$ cat config.mk
export PLATFORM = sky130hd
export DESIGN_NAME = somador_serial_param
export DESIGN_NICKNAME = d
export VERILOG_FILES = /design/src/rtl/somador_serial_param.sv
export SDC_FILE = /design/constraint.sdc
export NUM_CORES = 1
export LEC_CHECK = 0
export ABC_AREA = 1
export CELL_PAD_IN_SITES_DETAIL_PLACEMENT = 0
export CELL_PAD_IN_SITES_GLOBAL_PLACEMENT = 1
export CORE_ASPECT_RATIO = 1.1
export CORE_MARGIN = 5
export CORE_UTILIZATION = 35
export DETAILED_ROUTE_END_ITERATION = 10
export GPL_TIMING_DRIVEN = 0
export PLACE_DENSITY = 0.92
export SLEW_MARGIN = 20
export SYNTH_ARGS = -nofsm -noshare
export SYNTH_HDL_FRONTEND = slang
export SYNTH_SLANG_ARGS = --single-unit
$ cat constraint.sdc
create_clock -name clk_2 -period 1.9 [get_ports clk_2]
set_clock_uncertainty 0.15 [all_clocks]
set_input_delay 0.38 -clock clk_2 [delete_from_list [all_inputs] [get_ports clk_2]]
set_output_delay 0.38 -clock clk_2 [all_outputs]
set_load 0.01 [all_outputs]
$ cat src/rtl/somador_serial_param.sv
// Bit-serial add/subtract unit with accumulator and start/busy/done handshake.
// Optional decimal seven-segment decoder enabled by SOMADOR_SEG_DECIMAL_EN.
module somador_serial_param #(
  parameter int NBITS = 3
) (
  input  logic             clk_2,
  input  logic             reset,
  input  logic             start,
  input  logic             op,
  input  logic             acc,
  input  logic             signed_mode,
  input  logic [NBITS-1:0] a,
  input  logic [NBITS-1:0] b,
  output logic             busy,
  output logic             done,
  output logic [NBITS-1:0] result,
  output logic             carry,
  output logic             overflow,
  output logic [7:0]       seg
);

  localparam int CW = $clog2(NBITS);

  typedef enum logic [1:0] {
    IDLE  = 2'd0,
    SHIFT = 2'd1,
    DONE  = 2'd2
  } state_t;

  state_t           state_q, state_d;
  logic [NBITS-1:0] opa_q, opb_q, work_q, result_q;
  logic [CW-1:0]    cnt_q;
  logic             c_q, op_q, mode_q, carry_q, ovf_q;
  logic             sum_bit, c_next, last_bit;
  logic [NBITS-1:0] work_next;

  assign sum_bit   = opa_q[0] ^ opb_q[0] ^ c_q;
  assign c_next    = (opa_q[0] & opb_q[0]) | (opa_q[0] & c_q) | (opb_q[0] & c_q);
  assign last_bit  = (cnt_q == CW'(NBITS - 1));
  assign work_next = {sum_bit, work_q[NBITS-1:1]};

  always_ff @(posedge clk_2) begin
    if (reset) begin
      state_q <= IDLE;
    end else begin
      state_q <= state_d;
    end
  end

  always_comb begin
    state_d = state_q;
    case (state_q)
      IDLE:    if (start) state_d = SHIFT;
      SHIFT:   if (last_bit) state_d = DONE;
      DONE:    state_d = IDLE;
      default: state_d = IDLE;
    endcase
  end

  always_comb begin
    busy = (state_q != IDLE);
    done = (state_q == DONE);
  end

  always_ff @(posedge clk_2) begin
    if (reset) begin
      opa_q    <= '0;
      opb_q    <= '0;
      work_q   <= '0;
      result_q <= '0;
      cnt_q    <= '0;
      c_q      <= 1'b0;
      op_q     <= 1'b0;
      mode_q   <= 1'b0;
      carry_q  <= 1'b0;
      ovf_q    <= 1'b0;
    end else begin
      case (state_q)
        IDLE: begin
          if (start) begin
            opa_q  <= acc ? result_q : a;
            opb_q  <= b ^ {NBITS{op}};
            work_q <= '0;
            c_q    <= op;
            cnt_q  <= '0;
            op_q   <= op;
            mode_q <= signed_mode;
          end
        end
        SHIFT: begin
          work_q <= work_next;
          opa_q  <= opa_q >> 1;
          opb_q  <= opb_q >> 1;
          c_q    <= c_next;
          cnt_q  <= cnt_q + CW'(1);
          // Commit on the final bit edge so outputs are already valid while done is high.
          if (last_bit) begin
            result_q <= work_next;
            carry_q  <= c_next;
            ovf_q    <= mode_q ? (c_q ^ c_next) : (op_q ? ~c_next : c_next);
          end
        end
        default: ;
      endcase
    end
  end

  assign result   = result_q;
  assign carry    = carry_q;
  assign overflow = ovf_q;

`ifdef SOMADOR_SEG_DECIMAL_EN
  logic           res_signed_q;
  logic           neg;
  logic [NBITS:0] ext, mag;
  logic [3:0]     digit;
  logic [6:0]     glyph;

  // Display mode follows the committed result, not an operation still in flight.
  always_ff @(posedge clk_2) begin
    if (reset) begin
      res_signed_q <= 1'b0;
    end else if (state_q == SHIFT && last_bit) begin
      res_signed_q <= mode_q;
    end
  end

  always_comb begin
    neg   = res_signed_q & result_q[NBITS-1];
    ext   = {neg, result_q};
    mag   = neg ? (~ext + (NBITS+1)'(1)) : ext;
    digit = 4'(mag);
    glyph = 7'h40;
    if (mag <= (NBITS+1)'(9)) begin
      case (digit)
        4'd0:    glyph = 7'h3F;
        4'd1:    glyph = 7'h06;
        4'd2:    glyph = 7'h5B;
        4'd3:    glyph = 7'h4F;
        4'd4:    glyph = 7'h66;
        4'd5:    glyph = 7'h6D;
        4'd6:    glyph = 7'h7D;
        4'd7:    glyph = 7'h07;
        4'd8:    glyph = 7'h7F;
        4'd9:    glyph = 7'h6F;
        default: glyph = 7'h40;
      endcase
    end
    seg = {neg, glyph};
  end
`else
  assign seg = 8'h00;
`endif

endmodule

# [Word level (Yosys, flattened, before mapping)]
# Cells that the tools add are included.
[classes] eq_ne=5 reduce_logical=7 addsub=1 muxes=16 bitwise=10
[ops] op="3-bit one-hot mux with 2 select lines" count=3
[ops] op="3-bit two-way mux" count=4
[ops] op="2-bit one-hot mux with 2 select lines" count=2
[ops] op="2-bit AND reduction" count=4
[ops] op="2-bit two-way mux" count=3
[ops] op="2-bit equality test (second input constant)" count=2
[ops] op="2-bit inequality test (second input constant)" count=2
[ops] op="2-bit nonzero test" count=2
[ops] op="1-bit AND" count=3
[ops] op="1-bit two-way mux" count=3
[ops] op="1-bit bitwise XOR" count=3
[ops] op="3-bit bitwise XOR" count=1
[ops] op="2-bit by 1-bit adder with 2-bit output (second input constant)" count=1
[ops] op="2-bit by 1-bit equality test with 1-bit output (second input constant)" count=1
[ops] op="2-bit zero test" count=1
[ops] op="1-bit bitwise OR" count=2
[ops] op="1-bit one-hot mux with 2 select lines" count=1
[ops] op="1-bit NOT" count=1
[totals] output_inout_bits=15 inputBits=12 wordCells=50 register_bits=21

# [Logic depth before layout (Yosys ltp)]
# Gate-level depths: netlist of the first run.
[logic_depth] word_depth=6 ltp_mapped=8 depth_no_buf=8

# [Least setup slack after synthesis of the first run]
# OpenSTA, ideal clock, no wires.
[synth_timing] path_kind="register to register" start="reg opa_q[0]" end="reg c_q" t_required_ps=1635 arrival_ps=1007 setup_slack_ps=628 path_stages_with_launch=5 period_less_slack_ps=1272 path_buffers=0 setup_ps=115 path_cell_list="dfxtp_1 -> fa_1 -> nand2_1 -> nand3_1 -> and2_1"
[synth_between] elab_chain_cells=4 word_cells_on_any_way=5 cone_classes="1 x mux; 4 x bitwise"
[synth_lines] element="start, declared" line="31" source="logic [NBITS-1:0] opa_q, opb_q, work_q, result_q;"
[synth_lines] element="start signal, assigned" line="81" source="opa_q <= acc ? result_q : a;"
[synth_lines] element="start signal, assigned" line="92" source="opa_q <= opa_q >> 1;"
[synth_lines] element="1-bit AND" line="38" source="assign c_next = (opa_q[0] & opb_q[0]) | (opa_q[0] & c_q) | (opb_q[0] & c_q);"
[synth_lines] element="1-bit bitwise OR * (2 in a row)" line="38"
[synth_lines] element="via c_next" line="34" source="logic sum_bit, c_next, last_bit;"
[synth_lines] element="1-bit one-hot mux with 2 select lines *" line="78" source="case (state_q)"
[synth_lines] element="end signal, assigned" line="84" source="c_q <= op;"
[synth_lines] element="end signal, assigned" line="94" source="c_q <= c_next;"
[synth_lines] element="end, declared" line="33" source="logic c_q, op_q, mode_q, carry_q, ovf_q;"
# Mark *: on every way through the listed nets, which the timed path passes. The rest lies on a longest branch.
# A chain may end at the register's enable or synchronous reset.

# [Worst setup path after layout of the first run]
[layout_timing] start="reg result_q[0] (netlist: result[0])" end="out result[0]"
[layout_lines] element="start, declared" line="31"
[layout_lines] element="start signal, assigned" line="98" source="result_q <= work_next;"
[layout_lines] element="end, declared" line="16" source="output logic [NBITS-1:0] result,"
# No word-level cell between the ends.

==> impl_metrics.env, run 1 <==
export IMPL_status="finished, final reports clean"
export IMPL_cts_tree="done"
export IMPL_worst_r2r_cell_count=4
export IMPL_finalSetupTns_ns=0
export IMPL_clkLatencyLatePin_ns=0.31
export IMPL_grt_setup_unrepaired="no"
export IMPL_clkTransAtPathRegs_ns=0.12
export IMPL_synth_avg_cell_area_um2=6.79
export IMPL_hp_class="in -> reg"
export IMPL_yosysWarningCount=0
export IMPL_post_cts_repair_setup_buffers=0
export IMPL_worst_setup_path_startpoint="result[0]"
export IMPL_grt_pass1_wl_mm=3.42
export IMPL_io_buffers=17
export IMPL_fmax_ghz=0.562
export IMPL_number_of_global_route_vias_before_repair=833
export IMPL_timing_final_hold_violations=0
export IMPL_die_width_um=61.2
export IMPL_core_rowCount=20
export IMPL_worstPathRequired_ns=1.37
export IMPL_leakagePower_nw=0.655
export IMPL_mostFrequentLayoutCell="sky130_fd_sc_hd__nand2_1"
export IMPL_final_period_minus_worst_setup_slack_ns=1.78
export IMPL_timing_rr_start="opa_q[0]"
export IMPL_final_period_utilization=0.937
export IMPL_grt_max_degree=12
export IMPL_drc=0
export IMPL_postSynthRegisterBits=20
export IMPL_final_nets=192
export IMPL_report_final_slew_viol_count=0
export IMPL_resize_count_post_cts=4
export IMPL_ir_drop_mv=0.346
export IMPL_core_area_um2=2780
export IMPL_drtAntennaViolNets=0
export IMPL_clock_buffer_count_from_cts=3
export IMPL_hold_path_startpoint="reset"
export IMPL_mostFrequentLayoutCells="sky130_fd_sc_hd__nand2_1, sky130_fd_sc_hd__dfxtp_1, sky130_fd_sc_hd__inv_1"
export IMPL_synth_compound_area_share=0.0730
export IMPL_hold_path_depth=2
export IMPL_start_util=0.364
export IMPL_final_weighted_congestion_in_routability_driven_placement=0.741
export IMPL_timing_critical_path_depth=1
export IMPL_synth_area_um2=1010
export IMPL_drt_wirelength_per_cell_um=9.96
export IMPL_dominant_combinational_cell_family_by_area_after_synthesis="simple AND/OR/NAND/NOR gates"
export IMPL_detailedRoute_firstPassIterationCount=4
export IMPL_setup_viol=0
export IMPL_max_stage_delay_ns=0.55
export IMPL_fp_dieH_um=66.4
export IMPL_synth_adder_area_share=0.0322
export IMPL_critical_path_s_slowest_cell="sky130_fd_sc_hd__clkdlybuf4s50_1"
export IMPL_placed_cells=206
export IMPL_dp_final_hpwl_mm=1.62
export IMPL_worstSetupStartpointType="register"
export IMPL_ys_seq_area_frac=0.396
export IMPL_flow_area_growth_from_synthesis_pct=27.1
export IMPL_timing_critical_path_fanout_max=3
export IMPL_crit_family="buffers and inverters"
export IMPL_drive_above_1_share=0.153
export IMPL_critical_path_cell_chain="clkdlybuf4s50_1"
export IMPL_route_vias_total=915
export IMPL_synthXorXnorAreaFrac=0.00866
export IMPL_ioPinCount=27
export IMPL_timing_critical_path_arrival_ns=1.25
export IMPL_grt_overflow_total=0
export IMPL_antenna_cells_inserted=0
export IMPL_worst_path_buf_inv=1
export IMPL_synth_mux_area_fraction=0
export IMPL_synth_simple_gate_area_share=0.323
export IMPL_route_final_wire_length_mm=2.09
export IMPL_endpoint_kind="output port"
export IMPL_critical_path_class="reg -> out"
export IMPL_routed_via_density=4.36
export IMPL_power_per_cell_area_nw_per_um2=658
export IMPL_clockBufferDepth=2
export IMPL_die_area_um2=4060
export IMPL_cts_hold_fix_buffers=0
export IMPL_cts_root_buf="sky130_fd_sc_hd__clkbuf_4"
export IMPL_final_cells=210
export IMPL_number_of_levels_the_h_tree_was_split_into=1
export IMPL_maxCapViolations=0
export IMPL_track_usage=0.113
export IMPL_ys_types=22
export IMPL_clock_sink_count=20
export IMPL_postSynthCellCount=149
export IMPL_antenna_found_initial=0
export IMPL_initialDrtViolationCount=22
## layout make-up
type	count	area (um2)
Clock buffer	4	36.3
Buffer	12	88.8
Timing Repair Buffer	17	168
Multi-Input combinational cell	104	472
Fill cell	297	1490
Inverter	20	76.3
Sequential cell	20	403
Tap cell	33	41.3
## power breakdown
group / total [mW] / switching (mW) / internal, mW / leakage [nW]
Sequential: 0.449 / 0.0118 / 0.438 / 0.164
Clock: 0.252 / 0.134 / 0.117 / 0.0210
Combinational: 0.145 / 0.0772 / 0.0675 / 0.470
## layer usage
metal / GRT usage / up-vias / routed length, um
li1: - / 489 / -
met1: 0.136 / 408 / 941
met2: 0.187 / 13 / 1020
met3: 0.0176 / 5 / 83
met4: 0.0569 / 0 / 42
met5: 0 / - / 0
## flip-flops by register name, indices dropped and copies added, names as in the netlist
name and flops:
opb_q 3, result 3, op_q 1, overflow 1
c_q 1, state_q 2, cnt_q 2, carry 1
work_q 2, opa_q 3, mode_q 1
## path summary, 6_finish.rpt
kind,endpoint,slack (ns)
max,result[0],0.12
min,opa_q[2],0.21
max reg2reg,c_q,0.55
min reg2reg,cnt_q[1],0.32
## logic make-up (layout without fill, tap and decap cells)
family	count (synthesis)	in the layout
flops	20	20
other cells	1	8
simple gates	79	79
compound gates	14	14
buf+inv	32	53
xor+xnor	1	1
fa+ha+maj	2	2
## through the flow
| stage | setup slack, ns | utilization | hold WS (ns) | total power, mW | cell area [um2] |
|---|---|---|---|---|---|
| floorplan | 0.628 | - | 0.288 | 0.555 | 1040 |
| global placement | 0.193 | 0.450 | 0.299 | 0.602 | 1250 |
| detailed placement | 0.184 | 0.450 | 0.308 | 0.606 | 1250 |
| CTS | 0.117 | 0.463 | 0.219 | 0.852 | 1280 |
| global route | 0.0667 | 0.463 | 0.217 | 0.891 | 1280 |
| finish | 0.120 | 0.463 | 0.207 | 0.846 | 1280 |
## Yosys cell counts, drive strengths merged
cell type | count | area, um2
a21oi | 10 | 50.1
and2 | 1 | 6.26
buf | 12 | 88.8
clkinv | 1 | 5.00
conb | 1 | 3.75
dfxtp | 20 | 400
fa | 1 | 20.0
ha | 1 | 12.5
inv | 19 | 71.3
nand2 | 62 | 238
nand3 | 10 | 50.1
nor2 | 6 | 32.5
o21ai | 4 | 23.8
xor2 | 1 | 8.76
(Power assumes the default switching activity.)
==> inputs of run 2 (changes only) <==
--- a/config.mk
+++ b/config.mk
@@ -6,14 +6,14 @@
 export NUM_CORES = 1
 export LEC_CHECK = 0
 export ABC_AREA = 1
-export CELL_PAD_IN_SITES_DETAIL_PLACEMENT = 0
-export CELL_PAD_IN_SITES_GLOBAL_PLACEMENT = 1
+export CELL_PAD_IN_SITES_DETAIL_PLACEMENT = 1
+export CELL_PAD_IN_SITES_GLOBAL_PLACEMENT = 2
 export CORE_ASPECT_RATIO = 1.1
 export CORE_MARGIN = 5
-export CORE_UTILIZATION = 35
+export CORE_UTILIZATION = 27
 export DETAILED_ROUTE_END_ITERATION = 10
 export GPL_TIMING_DRIVEN = 0
-export PLACE_DENSITY = 0.92
+export PLACE_DENSITY = 0.93
 export SLEW_MARGIN = 20
 export SYNTH_ARGS = -nofsm -noshare
 export SYNTH_HDL_FRONTEND = slang
==> run 2 against run 1 <==
Utilization shrank 9.1 points. Critical endpoint is now result[2]. Via count rose by 3.1%. Non-clock buffer count unchanged. Clock-buffer cell count is 1 lower. Die area up 25%. Sequential share of layout area is 1.5 points lower. Fmax is 4.1% higher.
==> impl_metrics.env, run 2 (synthesis results as in run 1) <==
export IMPL_cts_hold_fix_buffers=0
export IMPL_power_per_cell_area_nw_per_um2=762
export IMPL_cts_root_buf="sky130_fd_sc_hd__clkbuf_8"
export IMPL_worst_path_buf_inv=1
export IMPL_critical_path_cell_chain="clkdlybuf4s50_1"
export IMPL_initialDrtViolationCount=22
export IMPL_dp_final_hpwl_mm=1.91
export IMPL_gate_power_share=0.144
export IMPL_grt_pass1_wl_mm=4.28
export IMPL_drt_wirelength_per_cell_um=10.6
export IMPL_fmax_ghz=0.585
export IMPL_critical_path_class="reg -> out"
export IMPL_route_final_wire_length_mm=2.41
export IMPL_final_cells=227
export IMPL_resize_count_post_cts=2
export IMPL_placed_cells=223
export IMPL_final_weighted_congestion_in_routability_driven_placement=0.752
export IMPL_mostFrequentLayoutCell="sky130_fd_sc_hd__nand2_1"
export IMPL_leakagePower_nw=0.694
export IMPL_crit_family="buffers and inverters"
export IMPL_io_buffers=17
export IMPL_post_layout_total_power_mw=1.03
export IMPL_route_vias_total=943
export IMPL_critical_path_s_slowest_cell="sky130_fd_sc_hd__clkdlybuf4s50_1"
export IMPL_endpoint_kind="output port"
export IMPL_drc=0
export IMPL_status="finished, final reports clean"
export IMPL_timing_final_hold_violations=0
export IMPL_final_period_minus_worst_setup_slack_ns=1.71
export IMPL_antenna_cells_inserted=0
export IMPL_final_hold_slack_ns=0.265
export IMPL_die_area_um2=5070
export IMPL_mostFrequentLayoutCells="sky130_fd_sc_hd__nand2_1, sky130_fd_sc_hd__dfxtp_1, sky130_fd_sc_hd__inv_1"
export IMPL_internal_power_uw=788
export IMPL_worst_r2r_cell_count=8
export IMPL_flow_area_growth_from_synthesis_pct=33.4
export IMPL_detailedRoute_firstPassIterationCount=2
export IMPL_clock_buffer_count_from_cts=3
export IMPL_seqCellArea_um2=403
export IMPL_fp_dieH_um=74.2
export IMPL_track_usage=0.110
export IMPL_antenna_found_initial=0
export IMPL_drtAntennaViolNets=0
export IMPL_worst_r2r_endpoint="result[1]"
export IMPL_hold_path_depth=2
export IMPL_multiInputGateArea_um2=472
export IMPL_total_switching_power_uw=240
export IMPL_ir_drop_mv=0.254
export IMPL_nFillCells=491
export IMPL_regToRegSetupSlack_ns=0.56
export IMPL_cts_tree="done"
export IMPL_dpl_worst_slack_ns=0.151
export IMPL_timing_critical_path_arrival_ns=1.18
export IMPL_timing_rr_start="cnt_q[0]"
export IMPL_setup_viol=0
export IMPL_drive_above_1_share=0.153
export IMPL_worstPathRequired_ns=1.37
export IMPL_grt_max_degree=13
export IMPL_timing_critical_path_fanout_max=3
export IMPL_core_rowCount=23
export IMPL_core_area_um2=3630
export IMPL_seq_power_share=0.438
export IMPL_clkLatencyLatePin_ns=0.27
export IMPL_maxCapViolations=0
export IMPL_grt_setup_unrepaired="no"
export IMPL_max_stage_delay_ns=0.55
export IMPL_clock_sink_count=20
export IMPL_hp_class="in -> reg"
export IMPL_clkTransAtPathRegs_ns=0.08
export IMPL_post_cts_repair_setup_buffers=0
export IMPL_routed_via_density=4.15
export IMPL_hold_path_endpoint="result[0]"
export IMPL_final_area_um2=1350
export IMPL_finalSetupTns_ns=0
export IMPL_die_width_um=68.3
export IMPL_number_of_global_route_vias_before_repair=1026
export IMPL_report_final_slew_viol_count=0
export IMPL_number_of_levels_the_h_tree_was_split_into=1
export IMPL_netSwitchingFraction=0.234
export IMPL_worstSetupStartpointType="register"
export IMPL_grt_overflow_total=0
export IMPL_setup_slack_ns=0.190
export IMPL_finish_utilization=0.372
export IMPL_clkPwrFrac=0.418
export IMPL_ioPinCount=27
export IMPL_start_util=0.279
export IMPL_final_nets=192
export IMPL_clockBufferDepth=2
export IMPL_placed_cell_area_um2=1270
export IMPL_final_period_utilization=0.900
export IMPL_hold_path_startpoint="reset"
[run 2: per-layer routing]
| metal | GRT usage | part of all wire | vias up |
|---|---|---|---|
| met5 | 0 | 0 | - |
| met4 | 0.0199 | 0.0058 | 0 |
| met1 | 0.126 | 0.43 | 440 |
| met2 | 0.203 | 0.53 | 10 |
| met3 | 0.0317 | 0.032 | 3 |
| li1 | - | - | 490 |
[run 2: worst max path at each step]
stage / from / to / slack [ns] / depth (start not counted)
floorplan: opa_q[0] / c_q / 0.63 / 4
global placement: start / opb_q[0] / 0.18 / 7
detailed placement: start / opb_q[1] / 0.15 / 7
CTS: state_q[0] / busy / 0.02 / 3
global route: result[2] / result[2] / 0.13 / 1
finish: result[2] / result[2] / 0.19 / 1
[run 2: area by class of cell]
type	instances	share of cell area
Timing Repair Buffer	17	0.130
Clock inverter	1	0.0223
Clock buffer	3	0.0306
Inverter	20	0.0566
Buffer	12	0.0659
Sequential cell	20	0.299
Tap cell	50	0.0464
Multi-Input combinational cell	104	0.350
[run 2: power groups by stage]
| stage | clock, mW | combinational (mW) | sequential (mW) |
|---|---|---|---|
| final | 0.430 | 0.148 | 0.450 |
| after global routing | 0.460 | 0.170 | 0.453 |
| after CTS | 0.443 | 0.151 | 0.450 |
| after detailed placement | 0 | 0.149 | 0.459 |
| after global placement | 0 | 0.145 | 0.458 |
| after floorplan | 0 | 0.0990 | 0.456 |
==> inputs of run 3 (changes only) <==
--- a/config.mk
+++ b/config.mk
@@ -11,9 +11,11 @@
 export CORE_ASPECT_RATIO = 1.1
 export CORE_MARGIN = 5
 export CORE_UTILIZATION = 27
+export CTS_CLUSTER_SIZE = 20
 export DETAILED_ROUTE_END_ITERATION = 10
 export GPL_TIMING_DRIVEN = 0
 export PLACE_DENSITY = 0.93
+export REMOVE_ABC_BUFFERS = 1
 export SLEW_MARGIN = 20
 export SYNTH_ARGS = -nofsm -noshare
 export SYNTH_HDL_FRONTEND = slang
==> run 3 against run 2 <==
Routed wire length is 2.8% higher. Final area is 8.1% lower. Total power is 17% lower.
==> impl_metrics.env, run 3 (synthesis results as in run 1) <==
export IMPL_cts_hold_fix_buffers=0
export IMPL_status="finished, final reports clean"
export IMPL_critical_path_class="in -> reg"
export IMPL_final_period_minus_worst_setup_slack_ns=1.79
export IMPL_timing_critical_path_fanout_max=12
export IMPL_max_stage_delay_ns=0.71
export IMPL_drt_wirelength_per_cell_um=11.5
export IMPL_grt_max_degree=13
export IMPL_grt_overflow_total=0
export IMPL_antenna_found_initial=0
export IMPL_report_final_slew_viol_count=0
export IMPL_core_area_um2=3630
export IMPL_ir_drop_mv=0.525
export IMPL_path_common_cell="sky130_fd_sc_hd__nand2_1"
export IMPL_clkTransAtPathRegs_ns=0.07
export IMPL_detailedRoute_firstPassIterationCount=2
export IMPL_critical_path_cell_chain="clkdlybuf4s50_1, inv_1, nand2_2, clkinv_2, nand2_1, nand2_1"
export IMPL_max_slew_worst_pin_slew_ns=0.501
export IMPL_drive_above_1_share=0.0848
export IMPL_start_util=0.279
export IMPL_mostFrequentLayoutCells="sky130_fd_sc_hd__nand2_1, sky130_fd_sc_hd__dfxtp_1, sky130_fd_sc_hd__inv_1, sky130_fd_sc_hd__clkdlybuf4s50_1"
export IMPL_clock_buffer_count_from_cts=3
export IMPL_timing_final_hold_violations=0
export IMPL_flow_area_growth_from_synthesis_pct=22.6
export IMPL_final_hold_slack_ns=0.317
export IMPL_critical_path_s_slowest_cell="sky130_fd_sc_hd__clkdlybuf4s50_1"
export IMPL_placed_cells=212
export IMPL_cts_tree="done"
export IMPL_setup_viol=0
export IMPL_worst_r2r_cell_count=8
export IMPL_leakagePower_nw=0.621
export IMPL_route_final_wire_length_mm=2.48
export IMPL_die_width_um=68.3
export IMPL_timing_critical_path_arrival_ns=1.79
export IMPL_final_nets=181
export IMPL_fp_dieH_um=74.2
export IMPL_max_slew_margin_rel=0.666
export IMPL_grt_pass1_wl_mm=4.23
export IMPL_track_usage=0.108
export IMPL_power_per_cell_area_nw_per_um2=689
export IMPL_mostFrequentLayoutCell="sky130_fd_sc_hd__nand2_1"
export IMPL_io_buffers=18
export IMPL_clkLatencyLatePin_ns=0.26
export IMPL_clockBufferDepth=2
export IMPL_ioPinCount=27
export IMPL_grt_setup_unrepaired="no"
export IMPL_placed_cell_area_um2=1190
export IMPL_endpoint_kind="register"
export IMPL_die_area_um2=5070
export IMPL_initialDrtViolationCount=18
export IMPL_final_weighted_congestion_in_routability_driven_placement=0.761
export IMPL_worstPathRequired_ns=1.90
export IMPL_fmax_ghz=0.559
export IMPL_final_period_utilization=0.942
export IMPL_route_vias_total=923
export IMPL_core_rowCount=23
export IMPL_number_of_levels_the_h_tree_was_split_into=1
export IMPL_drc=0
export IMPL_cts_root_buf="sky130_fd_sc_hd__clkbuf_8"
export IMPL_antenna_cells_inserted=0
export IMPL_hp_class="reg -> reg"
export IMPL_dp_final_hpwl_mm=1.96
export IMPL_hold_path_depth=2
export IMPL_drtAntennaViolNets=0
export IMPL_clock_sink_count=20
export IMPL_maxCapViolations=0
export IMPL_worstSetupStartpointType="input port"
export IMPL_number_of_global_route_vias_before_repair=984
export IMPL_final_cells=215
export IMPL_routed_via_density=4.29
export IMPL_final_area_um2=1240
[run 3: layout make-up]
| class | count | area (um2) |
|---|---|---|
| fillers | 505 | 2390 |
| multi-input cells | 104 | 472 |
| repair buffers | 18 | 185 |
| flip-flops and latches | 20 | 403 |
| well taps | 50 | 62.6 |
| inverters | 20 | 76.3 |
| clock buffers | 3 | 41.3 |
[run 3: worst max-delay path, delay by kind of cell]
family                 cells  cell delay, ns
and+or+nand+nor            3            0.29
buffers and inverters      3            1.11
[run 3: power by group]
group | internal, mW | total, mW | switching [mW]
clock | 0.141 | 0.274 | 0.133
combinational | 0.0525 | 0.130 | 0.0772
sequential | 0.438 | 0.450 | 0.0123
[run 3: what timing repair did]
item / CTS / global route
pin swaps: 0 / 0
endpoints found under the setup margin: 2 / 2
gates resized for setup: 2 / 2
buffers inserted: 0 / 0
[run 3: worst paths after layout]
check	startpoint	slack (ns)	end
setup / recovery	reset	0.11	result[1]
hold / removal	op_q	0.32	op_q
setup reg to reg	state_q[0]	0.50	result[1]
hold reg to reg	op_q	0.32	op_q
[run 3: per-stage QoR]
step           power, mW  setup TNS (ns)  setup WS, ns  utilization
4_1_cts            0.867               0        0.0139        0.341
5_1_grt            0.901               0        0.0135        0.342
2_1_floorplan      0.533               0         0.628            -
6_report           0.854               0         0.111        0.342
3_5_place_dp       0.592          -0.498        -0.144        0.329
3_3_place_gp       0.583          -0.367        -0.133        0.329
[run 3: per-layer routing]
layer / part of all wire / GRT usage / vias up
li1: - / - / 468
met1: 0.41 / 0.123 / 438
met2: 0.54 / 0.199 / 15
met3: 0.042 / 0.0302 / 2
met4: 0.0040 / 0.0199 / 0
met5: 0 / 0 / -
